$ cat config.mk
export PLATFORM = sky130hd
export DESIGN_NAME = grf_flat
export DESIGN_NICKNAME = d
export VERILOG_FILES = /design/src/rtl/grf_if.sv /design/src/rtl/grf.sv /design/src/flat_wrapper.sv
export SDC_FILE = /design/constraint.sdc
export NUM_CORES = 2
export LEC_CHECK = 0
export CAP_MARGIN = 25
export CORE_ASPECT_RATIO = 1.75
export CORE_MARGIN = 5
export CORE_UTILIZATION = 55
export DETAILED_ROUTE_END_ITERATION = 8
export PLACE_DENSITY = 0.86
export SETUP_SLACK_MARGIN = 0.5
export SYNTH_ARGS = -nofsm -noshare
export SYNTH_HDL_FRONTEND = slang
export SYNTH_SLANG_ARGS = --single-unit
$ cat constraint.sdc
create_clock -name clk -period 31.4 [get_ports clk]
set_input_delay 3.14 -clock clk [delete_from_list [all_inputs] [get_ports clk]]
set_output_delay 3.14 -clock clk [all_outputs]
set_load 0.05 [all_outputs]
$ cat src/rtl/grf_if.sv
// Register-file access bus: two read addresses with their data, plus the write-back port.
interface grf_if #(
    parameter int DATA_WIDTH = 32,
    parameter int ADDR_WIDTH = 5
);
    logic [ADDR_WIDTH-1:0] A1;
    logic [ADDR_WIDTH-1:0] A2;
    logic [ADDR_WIDTH-1:0] A3;
    logic [DATA_WIDTH-1:0] WD;
    logic                  En;
    logic [DATA_WIDTH-1:0] BUSA;
    logic [DATA_WIDTH-1:0] BUSB;

    modport master (
        output A1, A2, A3, WD, En,
        input  BUSA, BUSB
    );

    modport slave (
        input  A1, A2, A3, WD, En,
        output BUSA, BUSB
    );
endinterface

$ cat src/rtl/grf.sv
// MIPS general-purpose register file: $0 hardwired to zero, two combinational
// read ports that forward a same-cycle write-back, one synchronous write port.
module grf #(
    parameter int DATA_WIDTH = 32,
    parameter int ADDR_WIDTH = 5
) (
    input  logic  clk,
    input  logic  reset,
    grf_if.slave  bus
);
    localparam int NREG = 1 << ADDR_WIDTH;

    logic [DATA_WIDTH-1:0] regs_q [NREG];
    logic                  wr_en_d;

    // $0 is never a write target, so it is also never a forwarding source.
    assign wr_en_d = bus.En && (bus.A3 != '0);

    always_ff @(posedge clk or posedge reset) begin
        if (reset) begin
            for (int i = 0; i < NREG; i++) begin
                regs_q[i] <= '0;
            end
        end else if (wr_en_d) begin
            regs_q[bus.A3] <= bus.WD;
        end
    end

    // Forwarding is deliberately not gated by reset: decode sees WD whenever a write targets it.
    always_comb begin
        bus.BUSA = '0;
        if (bus.A1 != '0) begin
            if (wr_en_d && (bus.A3 == bus.A1)) begin
                bus.BUSA = bus.WD;
            end else begin
                bus.BUSA = regs_q[bus.A1];
            end
        end
    end

    always_comb begin
        bus.BUSB = '0;
        if (bus.A2 != '0) begin
            if (wr_en_d && (bus.A3 == bus.A2)) begin
                bus.BUSB = bus.WD;
            end else begin
                bus.BUSB = regs_q[bus.A2];
            end
        end
    end
endmodule

$ cat src/flat_wrapper.sv
// flat-port wrapper written by rule: the top's interface ports become plain ports
module grf_flat 
#(
    parameter int DATA_WIDTH = 32,
    parameter int ADDR_WIDTH = 5
)
  (clk, reset, bus_A1, bus_A2, bus_A3, bus_WD, bus_En, bus_BUSA, bus_BUSB);
  grf_if #(.DATA_WIDTH(DATA_WIDTH), .ADDR_WIDTH(ADDR_WIDTH)) bus_i ();
  input  logic clk;
  input  logic reset;
  input wire logic [$bits(bus_i.A1)-1:0] bus_A1;
  input wire logic [$bits(bus_i.A2)-1:0] bus_A2;
  input wire logic [$bits(bus_i.A3)-1:0] bus_A3;
  input wire logic [$bits(bus_i.WD)-1:0] bus_WD;
  input wire logic [$bits(bus_i.En)-1:0] bus_En;
  output wire logic [$bits(bus_i.BUSA)-1:0] bus_BUSA;
  output wire logic [$bits(bus_i.BUSB)-1:0] bus_BUSB;
  assign bus_i.A1 = bus_A1;
  assign bus_i.A2 = bus_A2;
  assign bus_i.A3 = bus_A3;
  assign bus_i.WD = bus_WD;
  assign bus_i.En = bus_En;
  assign bus_BUSA = bus_i.BUSA;
  assign bus_BUSB = bus_i.BUSB;
  grf #(.DATA_WIDTH(DATA_WIDTH), .ADDR_WIDTH(ADDR_WIDTH)) u_core (.clk(clk), .reset(reset), .bus(bus_i));
endmodule
==> results.ini <==
[clock_network]
cts_resized=0
clockRootBuffer=clkbuf_16
ctsLongestPathBuffers=3
hold_buffers=0
h-tree-depth=3
cts_setup_buffers=0
cts_tree=yes
cts_made_buffers=93
worstSkewPairLatency_ps=710
cts.clk_slew.worst_paths_ps=60
clock_sinks=1024

[timing]
slew_viol_final=0
tns_ps=0
setup_viol=0
timing.fmax_ghz=0.0892
hold_violations=0
tightest_slew_ps=1130
fin_crit_ps=11210
slew_headroom=0.244
skew_ps=0
period_share=0.357
rsz0062_at_grt=false
hold_ws_ps=398

[floorplanning]
core.rowCount=154
core_sq_um=101000
initial_utilization=0.552
die_w_microns=250
die_h_microns=430
io_pins=114
die_area_sq_um=108000

[layout]
largest_reg_flops=1024
final_nets=3846
area.sequential_sq_um=25600
largest_registers=u_core.regs_q (1024)
final_cells=5206
fillCellCount=7265
layout-drive-gt1-share=0.465
regMostFlops=u_core.regs_q
final_core_util=0.607
syn_to_final_growth_pct=9.92
multi_input_area_sq_um=27900

[synth]
synth_area_leaders=dfrtp_1 (46%), mux2_2 (21%), mux4_2 (16%)
syn_nets=3937
synth_top_cell_area_share=0.461
syn_avg_cell_area_sq_um=14.3
synth-seq-cells=1024
async_flop_share=1.00
postSynthCellCount=3887
synth-warning-count=0
ys_seq_area_frac=0.461
syn_area_sq_um=55600
ys_types=67
post-synth-top-area-cell=dfrtp_1
synth_edf_count=0
synth_top_flop_cell=dfrtp_1

[placement]
port_buffers=113
dp_cells=5014
gp_congestion=0.926
hpwl_mm=110

[route]
firstDrtPassIters=6
ant_nets=0
via_count=39600
drt-total-wl_mm=190
viasPerCell=7.61
wl_per_cell_microns=36.4
drcViolationCount=0
first_iter_violations=5518

[setup_path]
slowest_stage=buf_4
worstSetupEndpointType=output port
crit_path_max_incr_delay_ps=830
path_common_cell=buf_4
crit_chain=buf_8, buf_4, buf_12, xnor2_1, nand3_1, o221ai_2, buf_4, a211oi_1, a211o_1, clkdlybuf4s50_1
critPathMaxFanout=101
path_class=primary input to output port
worstPathRequired_ps=28260
start_kind=primary input
cp.arrival_ps=8070
cp_top_family=buffers and inverters
crit_buf_inv=5

[grt]
track_usage=0.347
grt_pass1_wl_mm=277
antenna_found_initial=13
grt_pass1_vias=41200
grt_overflow_total=0
grt_max_degree=151

[pwr]
power_w=0.00390
power_density_nw_per_um2=63.9
irDropWorstVdd_uv=58.3
cellLeakagePower_nw=26.4

[outcome]
outcome=finished, final reports clean

[worst_hold_path]
worstHoldPathType=flop to flop

[run]
drv_cap=0

==> synthesized netlist by cell type (10+ instances only) <==
cell type / n
mux2_2: 1054
dfrtp_1: 1024
mux4_2: 390
mux2i_1: 222
clkbuf_1: 183
buf_2: 131
o22ai_1: 85
nor2_1: 71
a21oi_1: 68
nand2_1: 64
a221oi_1: 59
o21ai_0: 56
buf_1: 51
nor3_1: 39
buf_4: 38
a22oi_1: 34
a211oi_1: 32
buf_6: 21
nand2b_1: 20
nor2b_1: 20
a221o_1: 18
o22a_1: 16
a2111oi_0: 15
a211o_1: 15
o221ai_1: 13
or2_2: 11
a22o_1: 10
==> per-stage QoR <==
step	setup WS [ps]	area (sq um)
floorplan	14150	55600
global placement	20240	57200
detailed placement	20190	57400
CTS	20160	60700
global route	19920	61100
finish	20190	61100
==> cell families (layout without fill, tap and decap cells) <==
logic type / Yosys count / count (layout) / share of synthesized area
buffers and inverters: 442 / 426 / 0.0397
muxes: 1669 / 1669 / 0.412
AOI/OAI and AO/OA: 462 / 462 / 0.0591
and+or+nand+nor: 280 / 280 / 0.0260
DFF: 1024 / 1024 / 0.461
other: 0 / 9 / 0
xor gates and xnor gates: 10 / 10 / 0.00158
==> cell type report <==
type | count | share of cell area
diodes | 9 | 0.000369
well taps | 1326 | 0.0272
flip-flops and latches | 1024 | 0.420
inverters | 10 | 0.000676
multi-input cells | 2421 | 0.457
clock inverters | 33 | 0.00856
clock buffers | 137 | 0.0456
repair buffers | 246 | 0.0411
==> power by group <==
group | switching [W] | leakage (nW) | internal, W
clock network | 0.000527 | 1.62 | 0.000722
logic | 0.000413 | 11.6 | 0.000474
registers | 0.000199 | 13.2 | 0.00157
==> layer usage <==
metal	vias up	global-route usage	wire, microns
met5	-	0.00317	83
met4	10	0.272	18900
met3	1099	0.114	24700
met2	3391	0.520	85200
met1	20300	0.413	60800
li1	14800	-	-
==> worst paths after layout <==
| path | startpoint | endpoint | slack, ps | cells past startpoint |
|---|---|---|---|---|
| hold reg to reg | u_core.regs_q[997] | u_core.regs_q[997] | 400 | 0 |
| setup reg to reg | u_core.regs_q[177] | u_core.regs_q[177] | 30540 | 1 |
| setup / recovery | bus_A2[0] | bus_BUSB[0] | 20190 | 10 |
| max in group asynchronous | reset | u_core.regs_q[487] | 24970 | 7 |
| hold / removal | u_core.regs_q[997] | u_core.regs_q[997] | 400 | 0 |
| min in group asynchronous | reset | u_core.regs_q[885] | 2840 | 2 |
==> cells in the final DEF, fill, tap and decap left out, types with 34 or more instances in the layout <==
cell,netlist,routed
a221oi_1,59,59
nand2_1,64,49
mux4_2,390,390
o21ai_0,56,55
buf_4,38,108
dfrtp_1,1024,1024
clkdlybuf4s50_1,0,103
nor3_1,39,39
mux2_2,1054,1054
nor2_1,71,57
o22ai_1,85,85
clkbuf_16,0,99
mux2i_1,222,222
a22oi_1,34,34
a21oi_1,68,68
No activity file was read; power rests on OpenSTA's default activity.
